===== config.mk =====
export PLATFORM = sky130hd
export DESIGN_NAME = l1_write_buffer
export DESIGN_NICKNAME = d
export VERILOG_FILES = /design/src/rtl/wb_pkg.sv /design/src/rtl/wb_fifo.sv /design/src/rtl/l1_write_buffer.sv
export SDC_FILE = /design/constraint.sdc
export NUM_CORES = 1
export LEC_CHECK = 0
export ABC_AREA = 1
export BUFFER_PORTS_ARGS = -buffer_cell sky130_fd_sc_hd__buf_2
export CORE_MARGIN = 4
export CORE_UTILIZATION = 50
export CTS_BUF_LIST = sky130_fd_sc_hd__clkbuf_4
export CTS_CLUSTER_SIZE = 24
export DETAILED_ROUTE_END_ITERATION = 8
export GPL_TIMING_DRIVEN = 0
export PLACE_DENSITY = 0.72
export SLEW_MARGIN = 20
export SYNTH_ARGS = -nofsm -noshare
export SYNTH_HDL_FRONTEND = slang
export SYNTH_SLANG_ARGS = --single-unit

===== constraint.sdc =====
create_clock -name clock -period 5.67 [get_ports clock]
set_input_delay 0.567 -clock clock [delete_from_list [all_inputs] [get_ports clock]]
set_output_delay 0.567 -clock clock [all_outputs]
set_load 0.05 [all_outputs]

===== src/rtl/wb_pkg.sv =====
// Shared types for the L1 write buffer: memory-port FSM states and the
// buffered write entry layout.
package wb_pkg;

  typedef enum logic [1:0] {
    MIDLE  = 2'd0,
    MWRITE = 2'd1,
    MREAD  = 2'd2
  } mem_state_t;

  typedef struct packed {
    logic [31:0] addr;
    logic [31:0] data;
  } wb_entry_t;

endpackage


===== src/rtl/wb_fifo.sv =====
// Circular buffer of pending cache writes.
// With WB_FORWARD_EN defined, also provides a youngest-match address lookup
// across all valid entries so reads can be served from the buffer.
module wb_fifo
  import wb_pkg::*;
#(
  parameter int DEPTH = 4,
  localparam int PTR_W = $clog2(DEPTH),
  localparam int CNT_W = $clog2(DEPTH + 1)
) (
  input  logic             clock,
  input  logic             reset,
  input  logic             push,
  input  wb_entry_t        push_entry,
  input  logic             pop,
  output wb_entry_t        head_entry,
  output logic [CNT_W-1:0] count,
  output logic             full,
  output logic             empty
`ifdef WB_FORWARD_EN
  ,
  input  logic [31:0]      lookup_addr,
  output logic             hit,
  output logic [31:0]      hit_data
`endif
);

  wb_entry_t        mem [DEPTH];
  logic [PTR_W-1:0] head;
  logic [PTR_W-1:0] tail;

  // Pointer and occupancy bookkeeping; pointers wrap naturally at DEPTH.
  always_ff @(posedge clock or posedge reset) begin
    if (reset) begin
      head  <= '0;
      tail  <= '0;
      count <= '0;
    end else begin
      if (push) tail <= tail + 1'b1;
      if (pop)  head <= head + 1'b1;
      if (push && !pop)      count <= count + 1'b1;
      else if (pop && !push) count <= count - 1'b1;
    end
  end

  // Entry storage; stale contents are harmless since count gates validity.
  always_ff @(posedge clock) begin
    if (push) mem[tail] <= push_entry;
  end

  assign head_entry = mem[head];
  assign full       = (count == CNT_W'(DEPTH));
  assign empty      = (count == '0);

`ifdef WB_FORWARD_EN
  // Scan oldest to youngest so the last match wins (youngest write).
  always_comb begin
    hit      = 1'b0;
    hit_data = '0;
    for (int i = 0; i < DEPTH; i++) begin
      if ((CNT_W'(i) < count) && (mem[head + PTR_W'(i)].addr == lookup_addr)) begin
        hit      = 1'b1;
        hit_data = mem[head + PTR_W'(i)].data;
      end
    end
  end
`endif

endmodule


===== src/rtl/l1_write_buffer.sv =====
// L1 write buffer: queues cache writes and drains them to memory, serves
// cache reads through the memory port.
// Optional feature macro: WB_FORWARD_EN (read forwarding from buffered
// writes; read misses may bypass queued writes). Without it, reads wait for
// the buffer to drain, keeping strict ordering.
//
// state  | meaning
// MIDLE  | memory port idle, enableToMem low
// MWRITE | head entry driven to memory as a write, waiting readyFromMem
// MREAD  | latched read address driven to memory, waiting readyFromMem
module l1_write_buffer
  import wb_pkg::*;
#(
  parameter int DEPTH = 4
) (
  input  logic        clock,
  input  logic        reset,
  input  logic [31:0] addrFromL1,
  input  logic        enableFromL1,
  input  logic        writeFromL1,
  input  logic [31:0] dataFromL1,
  output logic [31:0] dataToL1,
  output logic        readyToL1,
  output logic [31:0] addrToMem,
  output logic        enableToMem,
  output logic        writeToMem,
  output logic [31:0] dataToMem,
  input  logic [31:0] dataFromMem,
  input  logic        readyFromMem,
  output logic        wbFull,
  output logic        wbEmpty
);

  localparam int CNT_W = $clog2(DEPTH + 1);

  mem_state_t       state;
  logic             read_pending;
  logic [31:0]      read_addr;
  wb_entry_t        push_entry;
  wb_entry_t        head_entry;
  logic [CNT_W-1:0] count;
  logic             fifo_full;
  logic             fifo_empty;
  logic             req_idle;
  logic             accept_write;
  logic             accept_read;
  logic             read_miss;
  logic             read_go;
  logic             fwd_hit;
  logic [31:0]      fwd_data;
  logic             pop;
  logic             mem_read_done;

  // A request is only considered when the previous one has fully completed.
  assign req_idle      = enableFromL1 && !readyToL1 && !read_pending;
  assign accept_write  = req_idle && writeFromL1 && !fifo_full;
  assign accept_read   = req_idle && !writeFromL1;
  assign pop           = (state == MWRITE) && readyFromMem;
  assign mem_read_done = (state == MREAD) && readyFromMem;
  assign push_entry    = '{addr: addrFromL1, data: dataFromL1};

`ifdef WB_FORWARD_EN
  logic fwd_match;
  assign fwd_hit   = accept_read && fwd_match;
  assign read_miss = accept_read && !fwd_match;
  assign read_go   = 1'b1;
`else
  assign fwd_hit   = 1'b0;
  assign fwd_data  = '0;
  assign read_miss = accept_read;
  assign read_go   = fifo_empty;
`endif

  wb_fifo #(.DEPTH(DEPTH)) u_fifo (
    .clock      (clock),
    .reset      (reset),
    .push       (accept_write),
    .push_entry (push_entry),
    .pop        (pop),
    .head_entry (head_entry),
    .count      (count),
    .full       (fifo_full),
    .empty      (fifo_empty)
`ifdef WB_FORWARD_EN
    ,
    .lookup_addr(addrFromL1),
    .hit        (fwd_match),
    .hit_data   (fwd_data)
`endif
  );

  assign wbFull  = fifo_full;
  assign wbEmpty = (count == '0);

  // Memory-port FSM with registered memory and cache-side outputs.
  always_ff @(posedge clock or posedge reset) begin
    if (reset) begin
      state        <= MIDLE;
      enableToMem  <= 1'b0;
      writeToMem   <= 1'b0;
      addrToMem    <= '0;
      dataToMem    <= '0;
      dataToL1     <= '0;
      readyToL1    <= 1'b0;
      read_pending <= 1'b0;
      read_addr    <= '0;
    end else begin
      readyToL1 <= accept_write || fwd_hit || mem_read_done;
      if (fwd_hit) dataToL1 <= fwd_data;
      if (read_miss) begin
        read_pending <= 1'b1;
        read_addr    <= addrFromL1;
      end
      case (state)
        MIDLE: begin
          if (read_pending && read_go) begin
            state       <= MREAD;
            enableToMem <= 1'b1;
            writeToMem  <= 1'b0;
            addrToMem   <= read_addr;
          end else if (!fifo_empty) begin
            state       <= MWRITE;
            enableToMem <= 1'b1;
            writeToMem  <= 1'b1;
            addrToMem   <= head_entry.addr;
            dataToMem   <= head_entry.data;
          end
        end
        MWRITE: begin
          if (readyFromMem) begin
            state       <= MIDLE;
            enableToMem <= 1'b0;
            writeToMem  <= 1'b0;
          end
        end
        MREAD: begin
          if (readyFromMem) begin
            state        <= MIDLE;
            enableToMem  <= 1'b0;
            dataToL1     <= dataFromMem;
            read_pending <= 1'b0;
          end
        end
        default: begin
          state       <= MIDLE;
          enableToMem <= 1'b0;
          writeToMem  <= 1'b0;
        end
      endcase
    end
  end

endmodule


==> impl_metrics.csv <==
group,metric,value,unit
setup_path,worstSetupEndpointType,"register",
grt,grt_overflow,0,
power,swShare,44.1,%
cts,cts_tree,"built",
place,post-place-ws,2800,ps
die,die_w,185,um
logic_synthesis,synthDominantCellAreaShare,48.9,%
setup_path,crit_fanout,18,
drt,wire_per_inst,16.8,um
layout,num-nets-final,1914,
cts,cts_buffers,96,
grt,grt.total_usage,22.5,%
sta,grt_setup_unrepaired,"false",
grt,grt_max_degree,76,
power,power_frac_clock,21.9,%
die,die_area,0.0343,sq mm
cts,clkSinkCount,397,
logic_synthesis,synthXorXnorAreaFrac,0.167,%
logic_synthesis,synth-compound-area-share,2.32,%
logic_synthesis,synth_cell_types,25,
setup_path,required,6070,ps
layout,final_util,61.7,%
sta,finalHoldViolations,0,
logic_synthesis,ys_seq_elements,397,
sta,skew,63.6,ps
place,dpl.cell_count,2090,
die,start_util,51.0,%
cts,clockBufferDepth,3,
power,combPwrFrac,42.2,%
place,hpwlAfterDp,25200,um
logic_synthesis,syn-num-nets,1590,
drt,first_iter_violations,888,
logic_synthesis,synth-simple-area-share,22.5,%
worst_hold_path,hold_class,"input port to register",
setup_path,arrival,3040,ps
logic_synthesis,synth_edf_count,256,
status,status,"finished clean",
power,pwr-share-seq,35.8,%
sta,slew_viol_final,0,
sta,post-route-worst-setup-slack,3020,ps
power,powerDensity,584,mW/mm^2
logic_synthesis,synth_top_family_by_area,"simple AND/OR/NAND/NOR gates",
place,port_buffers,201,
cts,clk-insertion-delay-late,730,ps
die,die_h,185,um
cts,cts_hold_buf,5,
layout,drive_gt1_share,23.8,%
logic_synthesis,syn_inst,1480,
logic_synthesis,synthTopCellsByArea,"edfxtp_1 (49%), dfrtp_1 (22%), nand2_1 (14%)",
layout,final_cell_mix,"nand2_1 (596), edfxtp_1 (256), buf_2 (250)",
layout,final_common_cell,"nand2_1",
logic_synthesis,syn_area,0.0157,sq mm
drt,vias_per_cell,5.02,
power,p_switching,4.90,mW
cts,clockRootBuffer,"clkbuf_4",
logic_synthesis,ys_warn_count,0,
logic_synthesis,yosys.area_share.adder,0.764,%
logic_synthesis,synth-seq-area-share,71.3,%
sta,fmax,378,MHz
place,gp_congestion,0.807,
layout,finalNonFillerCells,2286,
drt,antenna_left,0,
die,core_area,0.0308,sq mm
setup_path,start_kind,"register",
logic_synthesis,ys.flop_type,"edfxtp_1",
layout,areaGrowthSynthToFinish,21.1,%
grt,grt_first_pass_wirelength,60500,um
logic_synthesis,avgSynthCellArea,10.6,sq um
cts,cts_max_level,3,
cts,cts_setup_buffers,0,
flow_run,cap_viol_max_count,0,
sta,hold_slack,60.8,ps
drt,wl,38400,um
power,vdd_ir_drop_max,0.359,mV
grt,grt_pass1_vias,11500,
logic_synthesis,async_reset_ff_share,35.5,%
sta,period_minus_slack,2650,ps
cts,clk_pin_slew_worst_paths,70,ps
setup_path,worstSetupPathType,"register to register",
sta,final-setup-viol-count,0,
sta,finalCritPeriodShare,46.7,%
die,num_rows,64,
logic_synthesis,muxShareOfSynthArea,0.0716,%
cts,cts-resized-gates,0,
logic_synthesis,yosys.area.top_type,"edfxtp_1",
drt,via_count,11500,
drt,drcViolationCount,0,
sta,tightest_slew,759,ps
sta,slew_headroom,49.3,%
drt,first_pass_iters,7,
power,leakage,8.71,nW
power,p_int,6.21,mW
die,pin_count,202,
grt,antenna_found_initial,4,
worst max-delay path: stages, from the launching register on:
cell	delay, ps
dfrtp_1	440
nor3b_4	420
nand3_2	360
nor2_4	700
buf_16	260
buf_16	170
worst paths after layout:
kind | startpoint | end | slack, ps | cells past startpoint
max | read_pending$_DFF_PP0_ | u_fifo.mem[3][27]$_DFFE_PP_ | 3020 | 5
min | dataFromL1[10] | u_fifo.mem[1][10]$_DFFE_PP_ | 60 | 1
max reg2reg | read_pending$_DFF_PP0_ | u_fifo.mem[3][27]$_DFFE_PP_ | 3020 | 5
min reg2reg | dataToMem[23]$_DFFE_PP0P_ | dataToMem[23]$_DFFE_PP0P_ | 470 | 2
max in group asynchronous | reset | read_addr[29]$_DFFE_PP0P_ | 4440 | 4
min in group asynchronous | reset | dataToL1[25]$_DFFE_PP0P_ | 450 | 3
metal layers:
| layer | part of all wire (%) | global-route usage, % |
|---|---|---|
| met5 | 0.052 | 0 |
| met4 | 1.9 | 7.43 |
| met3 | 7.4 | 5.81 |
| met2 | 48 | 36.4 |
| met1 | 43 | 30.1 |
layout make-up:
cell class | instances | area [sq um]
fill | 2471 | 11800
buffer | 75 | 365
clock inverter | 20 | 118
sequential | 397 | 11200
tap | 396 | 495
timing repair buffer | 226 | 1450
inverter | 23 | 93.8
antenna | 4 | 10.0
multi-input combinational | 985 | 4080
clock buffer | 160 | 1200
flip-flops by register name, summed over array words and instances (netlist names):
| register | flops |
|---|---|
| u_fifo.count | 3 |
| dataToMem | 32 |
| enableToMem | 1 |
| read_addr | 32 |
| state | 2 |
| writeToMem | 1 |
| u_fifo.mem | 256 |
| dataToL1 | 32 |
| u_fifo.tail | 2 |
| readyToL1 | 1 |
| addrToMem | 32 |
| read_pending | 1 |
| u_fifo.head | 2 |
per-stage QoR:
| stage | setup TNS (ps) | total power [mW] | instance area, sq um |
|---|---|---|---|
| floorplan | 0 | 7.36 | 15700 |
| global placement | -359230 | 8.60 | 17200 |
| detailed placement | 0 | 8.74 | 17600 |
| CTS | 0 | 11.2 | 19000 |
| global route | 0 | 11.9 | 19000 |
| finish | 0 | 11.1 | 19000 |
cell usage after synthesis, types with 2 or more instances:
cell and number:
dfrtp_1 141, o21ai_1 11, o21ai_0 58, buf_4 2, nor2_1 198, clkbuf_1 17, nand3_1 99, a21oi_1 4
buf_6 2, buf_2 49, edfxtp_1 256, nand2_1 596, nor2_2 2, ha_1 8, buf_1 5, xor2_1 2
inv_1 20, inv_2 3
cell families (layout without fill, tap and decap cells):
group / after synthesis / after routing
other cells: 0 / 4
xor+xnor: 3 / 3
buf+inv: 98 / 504
simple gates: 899 / 899
compound gates: 73 / 73
fa+ha+maj: 9 / 9
flops: 397 / 397
mux: 1 / 1
power by group through the flow:
stage                     Combinational [mW]  Sequential, mW  Clock, mW
after global routing                    5.18            4.04       2.66
after global placement                  4.57            4.03          0
after CTS                               4.72            3.98       2.49
final                                   4.69            3.98       2.44
after detailed placement                4.71            4.03          0
after floorplan                         2.12            5.25          0
(Power assumes the default switching activity.)
